$ cat src/rtl/regfile_scb.sv
// Dual-read, single-write register file with a per-entry busy scoreboard for hazard tracking.
// Reads, bypass and busy status are combinational; writes and scoreboard updates take effect on the next posedge; no backpressure.
module regfile_scb #(
    parameter int DW       = 32,
    parameter int AW       = 5,
    parameter int ZERO_REG = 1
) (
    input  logic          clk,
    input  logic          rst_n,
    input  logic [AW-1:0] ra1,
    input  logic [AW-1:0] ra2,
    output logic [DW-1:0] rd1,
    output logic [DW-1:0] rd2,
    input  logic          we,
    input  logic [AW-1:0] wa,
    input  logic [DW-1:0] wd,
    input  logic          iss_en,
    input  logic [AW-1:0] iss_addr,
    output logic          busy1,
    output logic          busy2,
    output logic [AW:0]   busy_cnt
);

    localparam int DEPTH = 1 << AW;
    localparam int CW    = AW + 1;

    logic [DW-1:0]    mem_q [DEPTH];
    logic [DEPTH-1:0] busy_q;
    logic [DEPTH-1:0] busy_d;
    logic [CW-1:0]    busy_cnt_q;
    logic [CW-1:0]    busy_cnt_d;

    logic wr_ok;
    logic iss_ok;
    logic set_new;
    logic clr_eff;
    logic ra1_zero;
    logic ra2_zero;

    function automatic logic is_zero_reg(input logic [AW-1:0] a);
        return (ZERO_REG != 0) && (a == '0);
    endfunction

    always_comb begin
        wr_ok    = we && !is_zero_reg(wa);
        iss_ok   = iss_en && !is_zero_reg(iss_addr);
        ra1_zero = is_zero_reg(ra1);
        ra2_zero = is_zero_reg(ra2);
    end

    // Set has priority over clear on the same entry, so a clear only counts
    // when it really drops a bit that no issue re-asserts this cycle.
    always_comb begin
        set_new    = iss_ok && !busy_q[iss_addr];
        clr_eff    = wr_ok && busy_q[wa] && !(iss_ok && (iss_addr == wa));
        busy_d     = busy_q;
        if (wr_ok) begin
            busy_d[wa] = 1'b0;
        end
        if (iss_ok) begin
            busy_d[iss_addr] = 1'b1;
        end
        busy_cnt_d = busy_cnt_q + CW'(set_new) - CW'(clr_eff);
    end

    always_ff @(posedge clk or negedge rst_n) begin
        if (!rst_n) begin
            for (int i = 0; i < DEPTH; i++) begin
                mem_q[i] <= '0;
            end
        end else if (wr_ok) begin
            mem_q[wa] <= wd;
        end
    end

    always_ff @(posedge clk or negedge rst_n) begin
        if (!rst_n) begin
            busy_q     <= '0;
            busy_cnt_q <= '0;
        end else begin
            busy_q     <= busy_d;
            busy_cnt_q <= busy_cnt_d;
        end
    end

    // Write-through bypass; outputs are forced quiet while reset is held.
    always_comb begin
        rd1 = '0;
        if (rst_n && !ra1_zero) begin
            if (we && (wa == ra1)) begin
                rd1 = wd;
            end else begin
                rd1 = mem_q[ra1];
            end
        end
    end

    always_comb begin
        rd2 = '0;
        if (rst_n && !ra2_zero) begin
            if (we && (wa == ra2)) begin
                rd2 = wd;
            end else begin
                rd2 = mem_q[ra2];
            end
        end
    end

    always_comb begin
        busy1 = rst_n && !ra1_zero && busy_q[ra1] && !(we && (wa == ra1));
        busy2 = rst_n && !ra2_zero && busy_q[ra2] && !(we && (wa == ra2));
    end

    assign busy_cnt = busy_cnt_q;

endmodule

$ cat config.mk
export PLATFORM = sky130hd
export DESIGN_NAME = regfile_scb
export DESIGN_NICKNAME = d
export VERILOG_FILES = /design/src/rtl/regfile_scb.sv
export SDC_FILE = /design/constraint.sdc
export NUM_CORES = 2
export LEC_CHECK = 0
export CAP_MARGIN = 20
export CORE_MARGIN = 2
export CORE_UTILIZATION = 55
export CTS_BUF_LIST = sky130_fd_sc_hd__clkbuf_8
export DETAILED_ROUTE_END_ITERATION = 12
export GPL_TIMING_DRIVEN = 0
export PLACE_DENSITY = 0.72
export SLEW_MARGIN = 20
export SYNTH_ARGS = -nofsm -noshare
export SYNTH_HDL_FRONTEND = slang
export SYNTH_SLANG_ARGS = --single-unit
$ cat constraint.sdc
create_clock -name clk -period 5.4 [get_ports clk]
set_input_delay 1.08 -clock clk [delete_from_list [all_inputs] [get_ports clk]]
set_output_delay 1.08 -clock clk [all_outputs]
set_load 0.02 [all_outputs]
Word level (Yosys, flattened, before mapping)
Cells that the tools add are included.
Widths: inputs -> output; s select.
- $add $sub $neg: 2
- $lt $le $gt $ge: 10
- equality and inequality tests: 3
- mux-type cells: 27
- bitwise operators: 6
- reduce and logical (&&, ||, !) cells: 29
- operator list (kind ; count):
    $bwmux 1024 ; 1
    $mux 32 ; 11
    $bmux 32 s5 ; 2
    $demux 32 s5 ; 1
    $and 32x32->32 ; 1
    $not 32->32 ; 1
    $or 32x32->32 ; 1
    $lt 5x6->1 const B ; 4
    $bmux 1 s5 ; 4
    $logic_not 5->1 ; 4
    $ge 6x6->1 const B ; 3
    $not 5->6 ; 3
    $logic_and 1x1->1 ; 17
    $eq 5x5->1 ; 3
    $demux 1 s5 ; 2
    $ge 5x1->1 const B ; 2
    $logic_not 1->1 ; 8
    $add 6x1->6 ; 1
    $lt 6x1->1 const B ; 1
    $mux 1 ; 6
    $sub 6x1->6 ; 1
- register bits after elaboration: 1062
- input bits: 56

Logic depth before layout (Yosys ltp)
- depth after elaboration: 9
- gate-level depth with buffers: 15
- gate-level depth less buffers: 13

Least setup slack after synthesis
No wires, ideal clock.
- kind: input port to flip-flop
- start point: in iss_addr[0]
- end point: reg busy_cnt_q[4] (netlist: busy_cnt[4])
- setup time: 80 ps
- arrival time: 3837 ps
- data required time: 5320 ps
- path slack: 1483 ps
- stages: 13
- cell sequence: buf_2 > mux4_2 > mux4_2 > a22oi_1 > nand3_1 > ha_1 > inv_1 > ha_1 > fa_1 > a21oi_1 > nor2_1 > nor2_1 > xnor2_1
- longest elaborated chain between the ends: 7
- RTL lines (element ; line ; text):
    from (decl) ; 18 ; input logic [AW-1:0] iss_addr,
    parallel branches: the longest is 6 deep, another holds $add 6x1->6 ; -- ;
    $sub 6x1->6 (*) ; 63 ; busy_cnt_d = busy_cnt_q + CW'(set_new) - CW'(clr_eff);
    via busy_cnt_d[4] ; 31 ; logic [CW-1:0] busy_cnt_d;
    to (signal assigned) ; 82 ; busy_cnt_q <= busy_cnt_d;
    to (decl) ; 30 ; logic [CW-1:0] busy_cnt_q;
Mark *: on every way through the listed nets, which the timed path passes. The select of a mux whose other input is x is not followed.
A chain may end at the register's enable or synchronous reset.

Worst setup path after layout
- start point: in ra2[4]
- end point: out rd2[20]
- longest elaborated chain between the ends: 6
- RTL lines (element ; line ; text):
    from (decl) ; 11 ; input logic [AW-1:0] ra2,
    $not 5->6 (implied by the code) ; 104 ; rd2 = mem_q[ra2];
    $bmux 32 s5 ; 104 ;
    $mux 32 (implied by the code) (2 in series) ; 104 ;
    $mux 32 ; 101 ; if (we && (wa == ra2)) begin
    $mux 32 (*) ; 100 ; if (rst_n && !ra2_zero) begin
    to (decl) ; 13 ; output logic [DW-1:0] rd2,
Every way passes the cells marked *; elsewhere a longest branch is shown, timed or not. The select of a mux whose other input is x is not followed.

==> results.yml <==
setup_path:
  cpLargestDelayFamily: "buffers and inverters"
  slowest_delay_ns: 1.04
  critPathRequiredTime_ns: 4.32
  timing.rr.start: "busy_q[31]$_DFF_PN0_"
  cp_slowest_cell: "a221oi_1"
  crit_chain: "clkbuf_1 -> buf_2 -> buf_1 -> a221oi_1 -> o21ai_0 -> a21oi_1 -> a211o_1 -> clkdlybuf4s50_1"
  reg2regPathDepth: 12
  reg2reg_slack_ns: 2.11
  cp.arrival_ns: 4.49
  setup.worst_path.end_class: "primary output"
  critical_path.max_fanout: 10
  startpoint_type: "input pin"
  crit_type: "in2out"
  cp.depth: 8
  worst-path-buf-inv: 4
  r2r_end: "busy_cnt[4]$_DFF_PN0_"
synthesis:
  netlist_instances: 4118
  synthTopCellsByArea: "dfrtp_1 46%, mux2_2 19%, mux4_2 14%"
  ys_ff_latch: 1062
  yosysWarnings: 0
  avgSynthCellArea_sq_um: 14.0
  synth_edf_count: 0
  synth_area_sq_um: 57800
  synthArstFlopShare_pct: 100
  syn-num-nets: 4181
  yosysTopAreaCellShare_pct: 46.0
  synth_most_common_cell: "dfrtp_1"
  ys_types: 51
  yosysTopAreaCell: "dfrtp_1"
  synth_seq_area_share_pct: 46.0
  ys_top_cells_by_count: "1062 x dfrtp_1, 970 x mux2_2, 387 x mux2i_1, 361 x mux4_2, 240 x clkbuf_1"
  synth_ff_type: "dfrtp_1"
floorplanning:
  fp-row-count: 118
  die_h_microns: 328
  boundaryPins: 128
  die_w_microns: 328
  initial_utilization_pct: 55.6
  core_sq_um: 104000
  dieArea_sq_um: 108000
sta:
  rsz0062_at_grt: "yes"
  min_period_over_period_pct: 103
  whs_ns: 0.0692
  fmax_mhz: 180
  setup_ws_ns: -0.169
  finalHoldViolCount: 0
  clock_skew_ns: 0.0171
  max-slew-margin-rel_pct: 11.1
  report.final.slew_viol_count: 0
  setup_viol: 23
  fin_crit_ns: 5.57
  tightest_slew_ns: 1.33
  setup_tns_ns: -1.09
finish:
  area_growth_pct: 12.7
  drive_gt1_share_pct: 42.1
  fillCellCount: 7998
  seqCellArea_sq_um: 26600
  nNetsFinal: 4498
  stdcell_count: 5967
  multi_input_area_sq_um: 28900
cts:
  cts_hold_buf: 0
  htree_levels: 4
  clockBufferDepth: 3
  cts_tree: "built"
  clk_latency_ns: 0.91
  cts_buffers: 182
  path_clk_slew_ns: 0.06
  cts.sink_count: 1062
  cts-root-buf: "clkbuf_8"
power_and_ir_drop:
  vdd_drop_max_uv: 269
  p_leak_nw: 29.0
  power_density_nw_per_um2: 361
  total_power_mw: 23.5
routing:
  wirelength_microns: 214000
  drtAntennaViolNets: 0
  wire_per_inst_microns: 35.9
  first_pass_iters: 7
  drcViolationCount: 0
  dr_total_vias: 43400
  via_per_inst: 7.28
  drt_iter0_markers: 6121
global_routing:
  grt_max_degree: 151
  grt_pass1_wl_microns: 304000
  first_global_vias: 43200
  globalRouteTotalUtil_pct: 39.8
  grt_antenna_before_repair: 5
  grt-ovfl-total: 0
run_status:
  failed_checks: "negative setup slack"
  status: "finished, violations left"
place:
  hpwl_microns: 143000
  post-place-ws_ns: -1.14
  finalWeightedCongestion: 0.980
  portBuffers: 117
  placedCellCount: 5624
job:
  drv_cap: 0
worst_hold_path:
  hold_class: "in2async"
==> per-layer routing <==
metal,global-route usage [%],part of all wire (%)
met1,51.2,37
met2,56.8,43
met3,16.8,14
met4,22.4,6.6
met5,1.06,0.11
==> sequential cells by signal, summed over array words and instances (netlist names) <==
name      count
busy_q       32
mem_q      1024
busy_cnt      6
==> logic make-up (layout without fill, tap and decap cells) <==
logic type	after synthesis	after routing	share of synthesized area, %
other	0	7	0
buffers and inverters	494	956	4.12
AO/OA/AOI/OAI	682	682	8.27
flip-flops	1062	1062	46.0
adder cells (fa/ha/maj)	7	7	0.165
multiplexers	1741	1741	40.1
XOR/XNOR	20	20	0.303
AND/OR/NAND/NOR	112	112	1.06
==> timing repair <==
item,4_1_cts,5_1_grt
setup buffers,4,2
setup endpoints to repair,66,56
gates cloned,3,0
resized for setup,128,22
pin swaps,2,2
==> layout make-up <==
| cell class | count | share of cell area (%) |
|---|---|---|
| antenna | 7 | 0.0269 |
| buffer | 466 | 3.81 |
| clock buffer | 243 | 5.14 |
| clock inverter | 86 | 0.659 |
| inverter | 26 | 0.150 |
| multi-input combinational | 2562 | 44.4 |
| sequential | 1062 | 40.8 |
| tap | 1380 | 2.65 |
| timing repair buffer | 135 | 2.40 |
==> worst max path at each step <==
stage / startpoint / endpoint / slack, ns
2_1_floorplan: iss_addr[0] / busy_cnt[4]$_DFF_PN0_ / 1.48
3_3_place_gp: rst_n / rd2[29] / -48.48
3_5_place_dp: ra2[1] / rd2[13] / -1.14
4_1_cts: wa[4] / rd2[0] / 0.004
5_1_grt: ra2[4] / rd2[20] / -0.08
6_report: ra2[4] / rd2[20] / -0.17
==> per-stage QoR <==
step                cell area [sq um]  util, %
global placement                60700     58.4
finish                          65100     62.7
detailed placement              61000     58.7
floorplan                       57800        -
CTS                             65100     62.6
global route                    65100     62.6
==> layout by cell type, fill, tap and decap left out, drive strengths merged, types with 62 or more instances in the layout <==
cell type,n
a211o,62
mux4,361
a21oi,126
a221oi,188
inv,84
mux2i,387
buf,245
mux2,993
dfrtp,1062
a22oi,127
clkbuf,478
o21ai,135
clkdlybuf4s50,114
==> report_power, final <==
part	total [mW]	internal [mW]	switching, mW
clock network	7.56	4.02	3.54
registers	10.7	9.51	1.17
logic	5.29	2.88	2.41
total	23.5	16.4	7.13
==> worst register-to-register path, delay by kind of cell, from the launching register on <==
family	cells	cell delay, ns
compound gates	2	0.39
mux	2	0.98
xor+xnor	1	0.13
buf+inv	1	0.04
flops	1	0.44
simple gates	3	0.29
fa+ha+maj	3	0.93
(Power assumes the default switching activity.)
